## config.mk

```make
export PLATFORM = sky130hd
export DESIGN_NAME = commit_progress_monitor
export DESIGN_NICKNAME = d
export VERILOG_FILES = /design/src/rtl/commit_progress_monitor.sv
export SDC_FILE = /design/constraint.sdc
export NUM_CORES = 1
export LEC_CHECK = 0
export ABC_AREA = 0
export CAP_MARGIN = 20
export CORE_MARGIN = 10
export CORE_UTILIZATION = 27
export CTS_BUF_LIST = sky130_fd_sc_hd__clkbuf_4
export DETAILED_ROUTE_END_ITERATION = 8
export PLACE_DENSITY_LB_ADDON = 0.3
export SYNTH_ARGS = -nofsm -noshare
export SYNTH_HDL_FRONTEND = slang
export SYNTH_SLANG_ARGS = --single-unit
```

## constraint.sdc

```tcl
create_clock -name clock -period 7.67 [get_ports clock]
set_clock_uncertainty 0.1 [all_clocks]
set_input_delay 1.534 -clock clock [delete_from_list [all_inputs] [get_ports clock]]
set_output_delay 1.534 -clock clock [all_outputs]
set_load 0.1 [all_outputs]
```

## src/rtl/commit_progress_monitor.sv

```systemverilog
// commit_progress_monitor
//   Counts committed instructions over COMMIT_WIDTH ROB commit lanes and
//   counts cycles. Walk cycles do not count. Declares a sticky hang after
//   STUCK_LIMIT+1 consecutive commit-free cycles. Emits snapshot reports for
//   periodic, UART-query and hang events through a one-entry valid/ready
//   holding register.
//
// Ports
//   clock, reset_n        clock, asynchronous active-low reset
//   commit_valid[CW]      per-lane commit valid
//   commit_is_walk        lanes carry walk, not commit
//   uart_query            single-cycle UART input request
//   instr_count, cycle_count   running counters (wrap)
//   stuck                 sticky hang flag
//   report_valid/ready    report handshake
//   report_kind           {stuck, uart, periodic}
//   report_cycle/instr    snapshot of the counters in the event cycle
//   report_drops          saturating count of dropped event cycles
module commit_progress_monitor #(
    parameter int unsigned COMMIT_WIDTH    = 6,
    parameter int unsigned CNT_WIDTH       = 64,
    parameter int unsigned STUCK_LIMIT     = 5000,
    parameter int unsigned REPORT_INTERVAL = 10000
) (
    input  logic                    clock,
    input  logic                    reset_n,
    input  logic [COMMIT_WIDTH-1:0] commit_valid,
    input  logic                    commit_is_walk,
    input  logic                    uart_query,
    output logic [CNT_WIDTH-1:0]    instr_count,
    output logic [CNT_WIDTH-1:0]    cycle_count,
    output logic                    stuck,
    output logic                    report_valid,
    input  logic                    report_ready,
    output logic [2:0]              report_kind,
    output logic [CNT_WIDTH-1:0]    report_cycle,
    output logic [CNT_WIDTH-1:0]    report_instr,
    output logic [15:0]             report_drops
);

    localparam int unsigned INC_W = $clog2(COMMIT_WIDTH + 1);
    localparam int unsigned TMR_W = $clog2(STUCK_LIMIT + 2);
    localparam int unsigned PER_W = (REPORT_INTERVAL > 1) ? $clog2(REPORT_INTERVAL) : 1;

    localparam logic [TMR_W-1:0] TMR_LIMIT  = TMR_W'(STUCK_LIMIT);
    localparam logic [TMR_W-1:0] TMR_SAT    = TMR_W'(STUCK_LIMIT + 1);
    localparam logic [PER_W-1:0] PER_RELOAD = PER_W'(REPORT_INTERVAL - 1);

    typedef enum logic {RUN, HALTED} state_t;

    state_t           state;
    logic [TMR_W-1:0] stuck_timer;
    logic [PER_W-1:0] per_cnt;

    logic [INC_W-1:0] inc;
    logic             commit_nz;
    logic             stuck_ev;
    logic             per_ev;
    logic [2:0]       ev_kind;
    logic             accept;

    always_comb begin
        inc = '0;
        for (int unsigned i = 0; i < COMMIT_WIDTH; i++) begin
            inc = inc + INC_W'(commit_valid[i]);
        end
        // Walk wins over commit: nothing counts and the timer is not cleared.
        if (commit_is_walk) begin
            inc = '0;
        end
        commit_nz = !commit_is_walk && (|commit_valid);
        stuck_ev  = (state == RUN) && (stuck_timer == TMR_LIMIT) && !commit_nz;
        per_ev    = (per_cnt == '0);
        ev_kind   = {stuck_ev, uart_query, per_ev};
        // A register being drained this cycle can take a new event directly.
        accept    = !report_valid || report_ready;
    end

    // Hang FSM; HALTED is left only through reset.
    always_ff @(posedge clock or negedge reset_n) begin
        if (!reset_n) begin
            state <= RUN;
            stuck <= 1'b0;
        end else begin
            case (state)
                RUN: begin
                    if (stuck_ev) begin
                        state <= HALTED;
                        stuck <= 1'b1;
                    end
                end
                HALTED: begin
                    stuck <= 1'b1;
                end
                default: begin
                    state <= RUN;
                    stuck <= 1'b0;
                end
            endcase
        end
    end

    always_ff @(posedge clock or negedge reset_n) begin
        if (!reset_n) begin
            instr_count  <= '0;
            cycle_count  <= '0;
            stuck_timer  <= '0;
            per_cnt      <= PER_RELOAD;
            report_valid <= 1'b0;
            report_kind  <= '0;
            report_cycle <= '0;
            report_instr <= '0;
            report_drops <= '0;
        end else begin
            instr_count <= instr_count + CNT_WIDTH'(inc);
            cycle_count <= cycle_count + 1'b1;

            if (commit_nz) begin
                stuck_timer <= '0;
            end else if (stuck_timer != TMR_SAT) begin
                stuck_timer <= stuck_timer + 1'b1;
            end

            if (per_ev) begin
                per_cnt <= PER_RELOAD;
            end else begin
                per_cnt <= per_cnt - 1'b1;
            end

            if (ev_kind != 3'b000) begin
                if (accept) begin
                    report_valid <= 1'b1;
                    report_kind  <= ev_kind;
                    report_cycle <= cycle_count;
                    report_instr <= instr_count;
                end else if (report_drops != 16'hFFFF) begin
                    report_drops <= report_drops + 1'b1;
                end
            end else if (report_valid && report_ready) begin
                report_valid <= 1'b0;
            end
        end
    end

endmodule

```

==> results.toml <==
[power]
cellPowerDensity_mw_per_mm2 = 229.6
combPwrFrac_pct = 20.1
power.static_leakage_nw = 8.057
pwr-share-clk_pct = 37.2
switchingPower_w = 0.001419
intPower_w = 0.002662
p_sw_share_pct = 34.77
sequentialPowerShare_pct = 42.7
vdd_drop_max_mv = 0.3967

[drt]
vias = 9306
drtPass1Iterations = 4
drtIter0Drc = 469
totalWireLength_um = 36890
route.detailed.drc = 0
avgRoutedWirePerCell_um = 17.74
final_antenna_net_count = 0
post_drt_via_cell_ratio = 4.474

[cells_and_area]
drive_above_1_share_pct = 19.26
area_growth_pct = 36.22
nFillCells = 4741
stdcell_count = 2080
final_cell_mix = "297 x dfrtp_1, 286 x clkdlybuf4s50_1, 135 x clkbuf_4, 101 x xnor2_1, 82 x nand2_1"
final_common_cell = "dfrtp_1"
layout.nets = 1423

[timing]
slew-limit-headroom_pct = 25.94
layout_min_cycle_time_ps = 5329
period_share_pct = 69.48
setup_viol = 0
max_freq_ghz = 0.1877
finalMaxSlewViolations = 0
finalHoldViolCount = 0
rsz0062_at_grt = "no"
worstMarginPinSlew_ps = 1107
tns_ps = 0

[synthesis]
ys_seq_area_share_pct = 58.60
ys.flop_type = "dfrtp_1"
synth_edf_count = 0
yosys_warnings = 0
synth_nets = 1060
ys_async_sr_fraction_pct = 100.0
synthCells = 1034
synth_area_mm2 = 0.01304
ys_ff_latch = 305
yosysUniqueCellTypes = 43
avgSynthCellArea_um2 = 12.61

[global_route]
grt_pass1_wl_um = 57630
grt-ovfl-total = 0
grt_pass1_vias = 9839
grt_max_degree = 156
antenna_found_initial = 1
grt_usage_pct = 12.73

[job]
maxCapViolations = 0

[min_path]
min-delay-start = "per_cnt[0]$_DFF_PN1_"
hp-class = "reg2reg"

[critical_path]
crit_type = "in2reg"
cp-start-kind = "input port"
crit_path_max_fanout = 7
r2r-start = "per_cnt[0]$_DFF_PN1_"
arrival_ps = 5910
crit_path_end_kind = "flop"
rrSetupSlack_ps = 4430
crit_required_ps = 8260
crit_start = "commit_valid[0]"

[floorplan]
die_y_um = 239.8
die_area_mm2 = 0.05750
die_w_um = 239.8
pin_count = 288
start_util_pct = 27.32
core_area_mm2 = 0.04775
rows = 80

[clock_tree]
cts_root_buffer = "clkbuf_4"
cts_setup_buffers = 0
clockBufferDepth = 3
clk_latency_ps = 760
tritoncts = "built"
clock_sinks = 305
hold_buffers = 0
cts_made_buffers = 90
clk_pin_slew_ps = 60
ctsHtreeMaxLevel = 3
cts_resized = 0

[place]
gp_congestion = 0.7341
place_hpwl_um = 26320
numPortBuffers = 287
dp_cells = 1920

[status]
status = "completed"
-- cell families after synthesis --
logic type	count (synthesis)	synth area share [%]
AND/OR/NAND/NOR	348	13.79
adder cells (fa/ha/maj)	15	1.669
AO/OA/AOI/OAI	34	1.650
XOR/XNOR	155	10.41
multiplexers	120	11.79
buffers and inverters	57	2.101
flip-flops	305	58.60
-- cell usage after synthesis (all sizes together) (9+ instances only) --
cell	n	area share [%]
nand3	63	2.4
inv	32	0.92
mux2	119	12
xor2	54	3.6
nor2	57	1.6
and2	11	0.53
o21ai	18	0.72
buf	14	0.86
xnor2	101	6.8
dfrtp	297	57
nand4	41	2.0
and4	18	1.2
clkbuf	11	0.32
ha	11	1.1
and3	19	0.91
nor4	13	0.62
nand2	82	2.4
nor3	18	0.69
a21oi	9	0.35
-- worst max-delay path, cell delays in order --
cell and delay, ps:
clkdlybuf4s50_1 450, fa_1 540, inv_1 50, fa_1 470, inv_1 40, ha_1 180, fa_1 480, nand2b_1 100
fa_1 450, inv_1 80, a21oi_1 180, nor4_1 520, nand3_1 400, nor3_1 280, xor2_1 160
-- layer usage --
layer,vias to the layer above,routed length (um),share of wire [%],GRT usage [%]
li1,4363,-,-,-
met4,0,650,1.8,4.959
met5,-,0,0,0
met3,52,4186,11,5.850
met2,322,15990,43,18.99
met1,4569,16070,44,15.68
-- metrics by stage --
| stage | utilization [%] | hold slack [ps] | worst slack (ps) | power [W] | instance area [um2] |
|---|---|---|---|---|---|
| global placement | 34.88 | 338.3 | 1619 | 0.002594 | 16650 |
| floorplan | - | 325.9 | 2499 | 0.002353 | 13040 |
| global route | 37.21 | 368.4 | 2179 | 0.004303 | 17770 |
| CTS | 37.21 | 357.7 | 2414 | 0.004174 | 17760 |
| finish | 37.21 | 358.2 | 2341 | 0.004080 | 17770 |
| detailed placement | 34.88 | 341.3 | 1512 | 0.002599 | 16650 |
-- flip-flops by register name (all words and copies together), names as in the netlist --
signal        flops
per_cnt          14
report_kind       3
cycle_count      64
state             1
report_drops     16
report_instr     64
instr_count      64
report_cycle     64
report_valid      1
stuck_timer      13
stuck             1
-- power groups by stage --
stage | Combinational (W) | Sequential (W) | Clock [W]
after detailed placement | 0.000827 | 0.00177 | 0
after floorplan | 0.000146 | 0.00221 | 0
after global placement | 0.000826 | 0.00177 | 0
after global routing | 0.000862 | 0.00175 | 0.00169
after CTS | 0.000831 | 0.00174 | 0.00160
final | 0.000820 | 0.00174 | 0.00152
-- final timing paths --
| check | end | depth (start not counted) |
|---|---|---|
| worst max register to register | report_cycle[61]$_DFFE_PN0P_ | 8 |
| worst max-delay path | instr_count[60]$_DFF_PN0_ | 15 |
| max in group asynchronous | instr_count[29]$_DFF_PN0_ | 2 |
| worst min-delay path | per_cnt[0]$_DFF_PN1_ | 1 |
| min in group asynchronous | cycle_count[25]$_DFF_PN0_ | 1 |
| worst min register to register | per_cnt[0]$_DFF_PN1_ | 1 |
-- final cells by class --
cell class / count / area (um2) / share of cell area [%]
Antenna cell: 1 / 2.502 / 0.01408
Inverter: 32 / 120.1 / 0.6761
Timing Repair Buffer: 296 / 2970 / 16.72
Sequential cell: 305 / 7642 / 43.01
Tap cell: 615 / 769.5 / 4.331
Clock inverter: 24 / 96.34 / 0.5423
Multi-Input combinational cell: 672 / 5152 / 29.00
Clock buffer: 135 / 1013 / 5.704
(Power assumes the default switching activity.)
